## src/rtl/vga_hex_printer.sv

```systemverilog
// vga_hex_printer
// Renders a 32-bit value as lowercase hex text into the VGA character
// buffer. Two requesters share the block through round-robin arbitration.
// An accepted request is walked MSB-first, one character per cycle, on the
// text-buffer write port. The port honours wr_ready backpressure.
//
// Ports:
//   clk, rst                 clock and synchronous active-high reset
//   reqN_valid/value/addr    request from requester N (N = 0, 1)
//   reqN_ready               request N accepted this cycle (IDLE only)
//   wr_en/wr_addr/wr_data    character write toward the text buffer
//   wr_ready                 text buffer accepts the write this cycle
//   busy                     block is not idle
//   done/done_id             one-cycle completion pulse and requester index
module vga_hex_printer #(
  parameter int ADDR_W     = 12,
  parameter int NUM_DIGITS = 8,
  parameter int PREFIX     = 0
) (
  input  logic              clk,
  input  logic              rst,
  input  logic              req0_valid,
  input  logic [31:0]       req0_value,
  input  logic [ADDR_W-1:0] req0_addr,
  output logic              req0_ready,
  input  logic              req1_valid,
  input  logic [31:0]       req1_value,
  input  logic [ADDR_W-1:0] req1_addr,
  output logic              req1_ready,
  output logic              wr_en,
  output logic [ADDR_W-1:0] wr_addr,
  output logic [7:0]        wr_data,
  input  logic              wr_ready,
  output logic              busy,
  output logic              done,
  output logic              done_id
);

  localparam int HAS_PREFIX = (PREFIX != 0) ? 1 : 0;
  localparam int L          = NUM_DIGITS + 2 * HAS_PREFIX;
  localparam int IDX_W      = 4;
  localparam logic [IDX_W-1:0] LAST_IDX = IDX_W'(L - 1);

  typedef enum logic [1:0] {
    S_IDLE,
    S_EMIT,
    S_DONE
  } state_t;

  state_t             r_state;
  state_t             w_nextState;
  logic [IDX_W-1:0]   r_idx;
  logic [31:0]        r_value;
  logic [ADDR_W-1:0]  r_base;
  logic               r_id;
  logic               r_lastGrant;

  logic               w_idle;
  logic               w_grant1;
  logic               w_handshake;
  logic               w_lastChar;
  logic [2:0]         w_nibSel;
  logic [3:0]         w_nibble;
  logic [7:0]         w_ascii;

  // Round-robin arbitration. Requester 1 wins when it is the only one asking.
  // On a tie, it wins only if requester 0 got the previous grant. Ready is
  // offered only in IDLE and is suppressed while reset is held.
  always_comb begin
    w_idle      = (r_state == S_IDLE);
    w_grant1    = req1_valid & (~req0_valid | ~r_lastGrant);
    req0_ready  = w_idle & ~rst & req0_valid & ~w_grant1;
    req1_ready  = w_idle & ~rst & w_grant1;
    w_handshake = (req0_valid & req0_ready) | (req1_valid & req1_ready);
    w_lastChar  = (r_idx == LAST_IDX);
  end

  // Next-state logic. EMIT leaves only when the final character is accepted.
  // DONE always lasts exactly one cycle.
  always_comb begin
    w_nextState = r_state;
    case (r_state)
      S_IDLE: if (w_handshake) w_nextState = S_EMIT;
      S_EMIT: if (wr_ready && w_lastChar) w_nextState = S_DONE;
      S_DONE: w_nextState = S_IDLE;
      default: w_nextState = S_IDLE;
    endcase
  end

  // State register and request datapath. The value, base address and
  // requester id are captured only at the handshake. A requester may
  // withdraw or change its inputs freely after that.
  always_ff @(posedge clk) begin
    if (rst) begin
      r_state     <= S_IDLE;
      r_idx       <= '0;
      r_value     <= '0;
      r_base      <= '0;
      r_id        <= 1'b0;
      r_lastGrant <= 1'b1;
    end else begin
      r_state <= w_nextState;
      case (r_state)
        S_IDLE: begin
          if (w_handshake) begin
            r_value     <= w_grant1 ? req1_value : req0_value;
            r_base      <= w_grant1 ? req1_addr  : req0_addr;
            r_id        <= w_grant1;
            r_lastGrant <= w_grant1;
            r_idx       <= '0;
          end
        end
        S_EMIT: begin
          if (wr_ready) begin
            r_idx <= w_lastChar ? '0 : r_idx + 1'b1;
          end
        end
        default: begin
        end
      endcase
    end
  end

  // Character index L-1 is the least significant nibble. Counting down
  // from the last index therefore selects nibbles MSB-first. The prefix
  // characters never reach this path because they are muxed off below.
  always_comb begin
    w_nibSel = 3'(LAST_IDX - r_idx);
    w_nibble = r_value[{w_nibSel, 2'b00} +: 4];
    w_ascii  = (w_nibble < 4'd10) ? (8'h30 + {4'h0, w_nibble})
                                  : (8'h57 + {4'h0, w_nibble});
  end

  // Moore outputs decoded from registered state only. wr_ready never
  // reaches them combinationally. The write port reads zero outside EMIT.
  always_comb begin
    wr_en   = (r_state == S_EMIT);
    busy    = (r_state != S_IDLE);
    done    = (r_state == S_DONE);
    done_id = (r_state == S_DONE) & r_id;
    wr_addr = '0;
    wr_data = '0;
    if (r_state == S_EMIT) begin
      wr_addr = r_base + ADDR_W'(r_idx);
      if (HAS_PREFIX != 0 && r_idx == '0) begin
        wr_data = 8'h30;
      end else if (HAS_PREFIX != 0 && r_idx == 4'd1) begin
        wr_data = 8'h78;
      end else begin
        wr_data = w_ascii;
      end
    end
  end

endmodule

```

## config.mk

```make
export PLATFORM = sky130hd
export DESIGN_NAME = vga_hex_printer
export DESIGN_NICKNAME = d
export VERILOG_FILES = /design/src/rtl/vga_hex_printer.sv
export SDC_FILE = /design/constraint.sdc
export NUM_CORES = 1
export LEC_CHECK = 0
export CORE_MARGIN = 2
export CORE_UTILIZATION = 47
export DETAILED_ROUTE_END_ITERATION = 8
export GPL_TIMING_DRIVEN = 0
export PLACE_DENSITY = 0.82
export SETUP_SLACK_MARGIN = 0.2
export SLEW_MARGIN = 20
export SYNTH_ARGS = -nofsm -noshare
export SYNTH_HDL_FRONTEND = slang
export SYNTH_SLANG_ARGS = --single-unit
export TNS_END_PERCENT = 50
```

## constraint.sdc

```tcl
create_clock -name clk -period 4.3 [get_ports clk]
set_input_delay 0.43 -clock clk [delete_from_list [all_inputs] [get_ports clk]]
set_output_delay 0.43 -clock clk [all_outputs]
set_load 0.02 [all_outputs]
```

Yosys cells after proc, flatten, opt, wreduce, memory -nomap -nowiden
Cells that the tools add are included.

storage, ports and cells
  bits in registers = 52
  output and inout port bits = 26
  word-level logic and storage cells = 52

operators by class
  add/subtract/negate cells = 5
  order comparisons = 1
  eq/ne operators = 6
  shift operators = 1
  multiplexer cells = 12
  bitwise gates (word level) = 14
  reductions and logical operators = 7

operators with widths
  kind                                                                      number
  32-bit two-way mux                                                        1
  32-bit by 6-bit variable part select with 4-bit output                    1
  12-bit two-way mux                                                        2
  8-bit two-way mux                                                         2
  12-bit by 4-bit adder with 12-bit output                                  1
  4-bit two-way mux                                                         3
  7-bit by 4-bit adder with 8-bit output (first input constant)             1
  1-bit bitwise AND                                                         8
  4-bit case mux with 2 select lines                                        1
  6-bit by 4-bit adder with 7-bit output (first input constant)             1
  2-bit by 1-bit inequality test with 1-bit output (second input constant)  3
  4-bit by 1-bit adder with 4-bit output (second input constant)            1
  4-bit by 3-bit equality test with 1-bit output (second input constant)    1
  4-bit less-than comparator (second input constant)                        1
  2-bit two-way mux                                                         2
  1-bit inverter                                                            4
  2-bit case mux with 2 select lines                                        1
  2-bit AND reduction                                                       2
  2-bit nonzero test                                                        2
  3-bit AND reduction                                                       1
  3-bit subtractor (first input constant)                                   1
  2-bit by 1-bit equality test with 1-bit output (second input constant)    1
  2-bit equality test (second input constant)                               1
  2-bit zero test                                                           1
  2 further kinds                                                           3

Depth between registers and ports, before layout
Gate-level depths: netlist of run 1.

  depth in word-level cells = 9
  mapped depth = 7
  mapped depth without buffers = 7

Worst setup path after synthesis of run 1
Ideal clock, no wire load.

  kind = register -> output
  start = register r_idx[0]
  end = output port wr_data[1]
  arrival time = 2205 ps
  required time = 3870 ps
  setup slack = 1665 ps
  cell stages (with the launch flop) = 6
  path through = dfxtp_1 > buf_2 > mux4_1 > mux2i_1 > ha_1 > a221oi_1

between the ends
  word-level cells in the longest chain between the ends = 5
  elaborated cells on any way between the ends = 7
  classes of those cells = add/sub: 3; order compare: 1; shift: 1; mux: 2

ends and longest elaborated chain
  item                                                                  RTL line  text
  start: declaration                                                    52        logic [IDX_W-1:0] r_idx;
  start signal: assignment                                              115       r_idx <= w_lastChar ? '0 : r_idx + 1'b1;
  3-bit subtractor *                                                    128       w_nibSel = 3'(LAST_IDX - r_idx);
  32-bit by 6-bit variable part select with 4-bit output *              129       w_nibble = r_value[{w_nibSel, 2'b00} +: 4];
  7-bit by 4-bit adder with 8-bit output, or another cell as far along  131       : (8'h57 + {4'h0, w_nibble});
  8-bit two-way mux *                                                   130       w_ascii = (w_nibble < 4'd10) ? (8'h30 + {4'h0, w_nibble})
  8-bit two-way mux *                                                   143       if (r_state == S_EMIT) begin
  end: declaration                                                      32        output logic [7:0] wr_data,

Every way passes the cells marked *; elsewhere a longest branch is shown, timed or not.

Final worst setup path of run 1
  start = register r_idx[0]
  end = output port wr_data[2]

Same word-level chain as after synthesis.

==> results.txt, run 1 <==
Hold buffer count at CTS - 0
Layout cells sized above 1 - 7.473%
Fillers - 498
CTS HTree Levels - 2
Min cycle time layout - 3617 ps
Synth warn - 0
R2R depth - 5
Worst slew pin tran - 708.2 ps
Dpl hpwl - 6.441 mm
Area of the mapped netlist - 3002 µm²
Crit end category - output port
Most frequent cells in the layout - clkdlybuf4s50_1, nor2_1, dfxtp_1
Largest cells by area after synthesis - dfxtp_1, mux2i_1, a211oi_1
Power per standard cell area - 299.1 nW/µm²
Via Count - 2880
Yosys reg bits - 52
GRT Overall Usage - 23.21%
Highest Clock Rate - 276.5 MHz
Number of I/O pins - 119
Post-CTS Setup Inserts - 0
Peak supply drop - 190.5 µV
Starting DRT DRC Count - 79
Status - finished, final reports clean
Worst Hold Class - flip-flop to flip-flop
Pre-CTS worst setup slack - 1006 ps
Setup TNS - 0 ps
Total gr overflow - 0
Post-route ant nets - 0
First-pass GRT wire length - 13.14 mm
Chip Width - 83.92 µm
Wire per inst - 15.02 µm
Reg2reg setup slack - 2420 ps
Number of antenna violations at the first check in global routing - 0
Clock Pin Slew Worst Setup and Hold Paths - 90 ps
Most common cell after layout, fill and taps aside - clkdlybuf4s50_1
Max_slew headroom - 52.78%
Worst setup SP type - flip-flop
Mean Syn Cell Area - 9.068 µm²
Crit path DAT - 3190 ps
Final Setup Violations - 0
Clk_lat worst skew - 310 ps
Register area share after synthesis - 34.68%
Final wirelength - 7.991 mm
Ant diodes - 0
Synth async-reset ratio - 0%
Final worst-path setup slack - 683.0 ps
Post-synthesis cell count - 331
CTS Buffer Depth - 2
Placed instance area - 4259 µm²
Syn_nets - 431
Worst Skew - 6.136 ps
Crit path kind - flip-flop to output port
Num rows - 29
Top cell type's share of synthesized area - 34.68%
RSZ-0062 raised after global routing - false
Post-CTS Resized - 0
Finished Cell Area - 4385 µm²
Total CTS buffers - 5
Final Net Count - 554
Largest net degree at the start of global routing - 16
Max-cap check violation count - 0
Main flop type after synthesis - dfxtp_1
Setup crit start - r_idx[0]$_SDFFE_PP0P_
Fin. Hold Viols - 0
R2R Path Start - r_state[1]$_SDFFE_PP0P_
Leakage - 1.655 nW
Period utilization - 84.12%
Core Footprint - 6277 µm²
Worst reg2reg endpoint - r_value[9]$_SDFFE_PP0P_
Vias in the first global route - 2838
Die Y-Extent - 83.92 µm
GPL Wtd Cong - 0.9390
Count of pins over their slew limit - 0
Critical Path Fanout Max - 9
Required time of the worst setup path - 3870 ps
Port-buffer cells - 116
Hold Slack - 504.9 ps
Worst Setup EP - wr_data[2]
Count of cell types in the netlist - 41
Die footprint - 7042 µm²
Clk sinks - 52
P&R area growth vs syn - 46.10%
Starting Density - 47.82%
EDFF count, synth - 0
Root Buffer - clkbuf_8
DRT Pass-1 Iters - 4
# DRC - 0
CTS tree - yes
Area leader, netlist - dfxtp_1
Vias/cell - 5.414
[cells by family after synthesis]
| kind of cell | after synthesis | synth area share, % |
|---|---|---|
| muxes | 56 | 23.13 |
| AOI/OAI and AO/OA | 75 | 17.13 |
| DFF | 52 | 34.68 |
| and+or+nand+nor | 101 | 14.84 |
| xor gates and xnor gates | 6 | 1.751 |
| buffers and inverters | 33 | 5.169 |
| other | 1 | 0.1249 |
| adders and majority gates | 7 | 3.168 |
[critical path: stages (launching register included)]
cell	delay [ps]
dfxtp_1	370
buf_2	270
mux4_1	600
mux2i_1	300
ha_1	230
nand2_1	60
or3_1	320
a21oi_2	110
clkdlybuf4s50_1	610
[synth_stat cells, types with 5 or more instances]
library cell	number
mux4_2	6
buf_2	10
dfxtp_1	52
nor2_1	57
a211oi_1	44
xnor2_1	5
a21oi_1	14
nand3_1	5
nand2_1	15
o21ai_0	6
or3_1	6
ha_1	6
clkbuf_1	13
mux2i_1	45
[sequential cells by signal, indices dropped and copies added, names as in the netlist]
register     cells
r_value         32
r_base          12
r_idx            4
r_state          2
r_id             1
r_lastGrant      1
[how the worst min path moves through the flow]
stage,from,endpoint,slack [ps],cells past startpoint
6_report,r_value[25]$_SDFFE_PP0P_,r_value[25]$_SDFFE_PP0P_,500,2
5_1_grt,r_value[26]$_SDFFE_PP0P_,r_value[26]$_SDFFE_PP0P_,520,2
4_1_cts,r_lastGrant$_SDFFE_PP1P_,r_lastGrant$_SDFFE_PP1P_,500,1
3_5_place_dp,r_lastGrant$_SDFFE_PP1P_,r_lastGrant$_SDFFE_PP1P_,480,1
3_3_place_gp,r_lastGrant$_SDFFE_PP1P_,r_lastGrant$_SDFFE_PP1P_,480,1
2_1_floorplan,r_id$_SDFFE_PP0P_,r_id$_SDFFE_PP0P_,460,2
[layout make-up]
type	count	area, µm²	share of cell area (%)
Multi-Input combinational cell	246	1805	41.17
Clock buffer	7	96.34	2.197
Sequential cell	52	1041	23.74
Timing Repair Buffer	116	1161	26.48
Tap cell	77	96.34	2.197
Inverter	6	22.52	0.5136
Buffer	27	132.6	3.024
Clock inverter	1	30.03	0.6847
[stage by stage]
| step | std cells | utilization [%] | total power [mW] |
|---|---|---|---|
| after floorplan | 331 | - | 0.7847 |
| after global placement | 524 | 67.85 | 0.9493 |
| after detailed placement | 524 | 67.85 | 0.9592 |
| after CTS | 532 | 69.86 | 1.316 |
| after global routing | 532 | 69.86 | 1.384 |
| final | 532 | 69.86 | 1.312 |
[report_power, final]
part           switching, mW  total, mW  internal [mW]
clock network          0.158      0.363          0.205
registers             0.0304      0.558          0.527
logic                  0.186      0.391          0.205
[metal layers]
metal | vias up | part of all wire (%) | GRT usage (%)
met2 | 98 | 50 | 40.80
met3 | 16 | 5.3 | 3.956
li1 | 1442 | - | -
met1 | 1324 | 43 | 28.58
met4 | 0 | 2.3 | 8.065
met5 | - | 0 | 0
No activity file was read; power rests on OpenSTA's default activity.
==> run 2, diff against run 1 <==
--- a/config.mk
+++ b/config.mk
@@ -6,10 +6,10 @@
 export NUM_CORES = 1
 export LEC_CHECK = 0
 export CORE_MARGIN = 2
-export CORE_UTILIZATION = 47
+export CORE_UTILIZATION = 44
 export DETAILED_ROUTE_END_ITERATION = 8
 export GPL_TIMING_DRIVEN = 0
-export PLACE_DENSITY = 0.82
+export PLACE_DENSITY = 0.77
 export SETUP_SLACK_MARGIN = 0.2
 export SLEW_MARGIN = 20
 export SYNTH_ARGS = -nofsm -noshare
==> constraint.sdc (replaced) <==
create_clock -name clk -period 3.6 [get_ports clk]
set_input_delay 0.36 -clock clk [delete_from_list [all_inputs] [get_ports clk]]
set_output_delay 0.36 -clock clk [all_outputs]
set_load 0.02 [all_outputs]
==> run 2 against run 1 <==
  * Critical path depth down 1
  * Global-route usage down 0.57 points
  * Sequential cell count unchanged
  * Clock-buffer cell count down 1
  * Register-to-register slack worse by 810 ps
  * Sequential share of layout area up 0.082 points
  * Combinational power up 20%
  * Clock power down 6.6%
  * Critical path type unchanged
  * Largest power group unchanged
==> results.txt, run 2 (synthesis gave the netlist of run 1 again) <==
Via Count - 2913
Starting DRT DRC Count - 123
Max_slew headroom - 52.87%
Count of pins over their slew limit - 0
Power per standard cell area - 338.1 nW/µm²
Total CTS buffers - 5
Max FFs per register - 32
Hold buffer count at CTS - 0
Max-cap check violation count - 0
Die Y-Extent - 86.60 µm
Dpl hpwl - 6.613 mm
Final core utilization - 65.41%
GRT Overall Usage - 22.63%
Worst slew pin tran - 706.9 ps
Min cycle time layout - 3242 ps
Root Buffer - clkbuf_8
Final wirelength - 8.260 mm
Clock Pin Slew Worst Setup and Hold Paths - 90 ps
Vias in the first global route - 2819
Post-CTS Setup Inserts - 0
Wire per inst - 15.44 µm
Peak supply drop - 224.7 µV
Die footprint - 7499 µm²
Final worst-path setup slack - 358.2 ps
Period utilization - 90.05%
Clock power share - 22.9%
Required time of the worst setup path - 3240 ps
Layout cells sized above 1 - 8.132%
Number of I/O pins - 119
Pre-CTS worst setup slack - 342.5 ps
Switching share of power - 30.38%
Critical Path Fanout Max - 9
Crit path DAT - 2880 ps
Vias/cell - 5.445
Status - finished, final reports clean
Port-buffer cells - 116
CTS Buffer Depth - 2
Crit-path max cell delay - 630 ps
Largest net degree at the start of global routing - 16
P_sw - 0.4490 mW
Leakage - 1.666 nW
Post-route ant nets - 0
Regs by FF count - r_value: 32 flops, r_base: 12 flops, r_idx: 4 flops
Clk sinks - 52
Num rows - 30
Clk_lat worst skew - 300 ps
Worst Skew - 4.474 ps
Seq pwr share - 45.2%
Crit path kind - flip-flop to output port
# DRC - 0
Total gr overflow - 0
RSZ-0062 raised after global routing - false
Final Net Count - 554
Number of antenna violations at the first check in global routing - 0
Chip Width - 86.60 µm
Starting Density - 44.93%
Worst setup SP type - flip-flop
Fin. Hold Viols - 0
Worst Hold Class - input port to flip-flop
CTS tree - yes
Combinational fraction of design power - 31.9%
DRT Pass-1 Iters - 4
Crit end category - output port
Pint - 1.029 mW
GPL Wtd Cong - 0.8507
Highest Clock Rate - 308.5 MHz
Ant diodes - 0
Core Footprint - 6681 µm²
Crit path cell chain - buf_6, mux4_1, mux2i_2, ha_1, o21ai_1, a21oi_1, clkdlybuf4s50_1
P&R area growth vs syn - 45.60%
Largest register by flop count - r_value
Most frequent cells in the layout - clkdlybuf4s50_1, nor2_1, dfxtp_1
CTS HTree Levels - 2
Worst path slowest cell - clkdlybuf4s50_1
First-pass GRT wire length - 13.31 mm
Final Setup Violations - 0
Setup TNS - 0 ps
Most common cell after layout, fill and taps aside - clkdlybuf4s50_1
## run 2: power groups by stage
stage	registers (mW)	clock network (mW)	logic, mW
final	0.668	0.339	0.471
after CTS	0.667	0.347	0.473
after global routing	0.675	0.370	0.514
after detailed placement	0.681	0	0.470
after global placement	0.678	0	0.458
after floorplan	0.666	0	0.271
## run 2: final cells by class
cell class / instances / area [µm²]
sequential: 52 / 1041
inverter: 6 / 22.52
clock buffer: 6 / 82.58
multi-input combinational: 246 / 1817
tap: 80 / 100.1
timing repair buffer: 116 / 1162
clock inverter: 2 / 10.01
buffer: 27 / 135.1
fill: 563 / 2311
## run 2: what timing repair did
| action | in CTS | in global routing |
|---|---|---|
| cloned | 0 | 0 |
| resized for setup | 3 | 3 |
| endpoints found under the setup margin | 2 | 6 |
## run 2: through the flow
stage	hold slack (ps)	instances	cell area, µm²	total power [mW]
5_1_grt	471.5	535	4370	1.559
4_1_cts	450.0	535	4360	1.487
3_3_place_gp	484.1	527	4263	1.136
2_1_floorplan	457.1	331	3002	0.9373
3_5_place_dp	487.2	527	4263	1.150
6_report	444.5	535	4370	1.478
## run 2: path summary, 6_finish.rpt
path | start | to | slack, ps | cells after the start
setup / recovery | r_idx[1]$_SDFFE_PP0P_ | wr_data[4] | 360 | 7
hold reg to reg | r_value[26]$_SDFFE_PP0P_ | r_value[26]$_SDFFE_PP0P_ | 510 | 2
hold / removal | rst | r_lastGrant$_SDFFE_PP1P_ | 440 | 3
setup reg to reg | r_state[1]$_SDFFE_PP0P_ | r_value[8]$_SDFFE_PP0P_ | 1610 | 5
## run 2: routing by layer
layer | vias to the layer above | share of wire, % | GRT usage (%) | wire length (µm)
met3 | 17 | 4.4 | 3.143 | 367
met2 | 91 | 50 | 38.81 | 4146
li1 | 1446 | - | - | -
met4 | 0 | 2.6 | 7.813 | 214
met1 | 1359 | 43 | 29.22 | 3531
met5 | - | 0 | 0 | 0
## run 2: worst max-delay path: cells and delay by family, from the launching register on
family                   cells  cell delay [ps]
flip-flops                   1              450
AO/OA/AOI/OAI                2              230
buffers and inverters        2              830
adder cells (fa/ha/maj)      1              230
multiplexers                 2              850
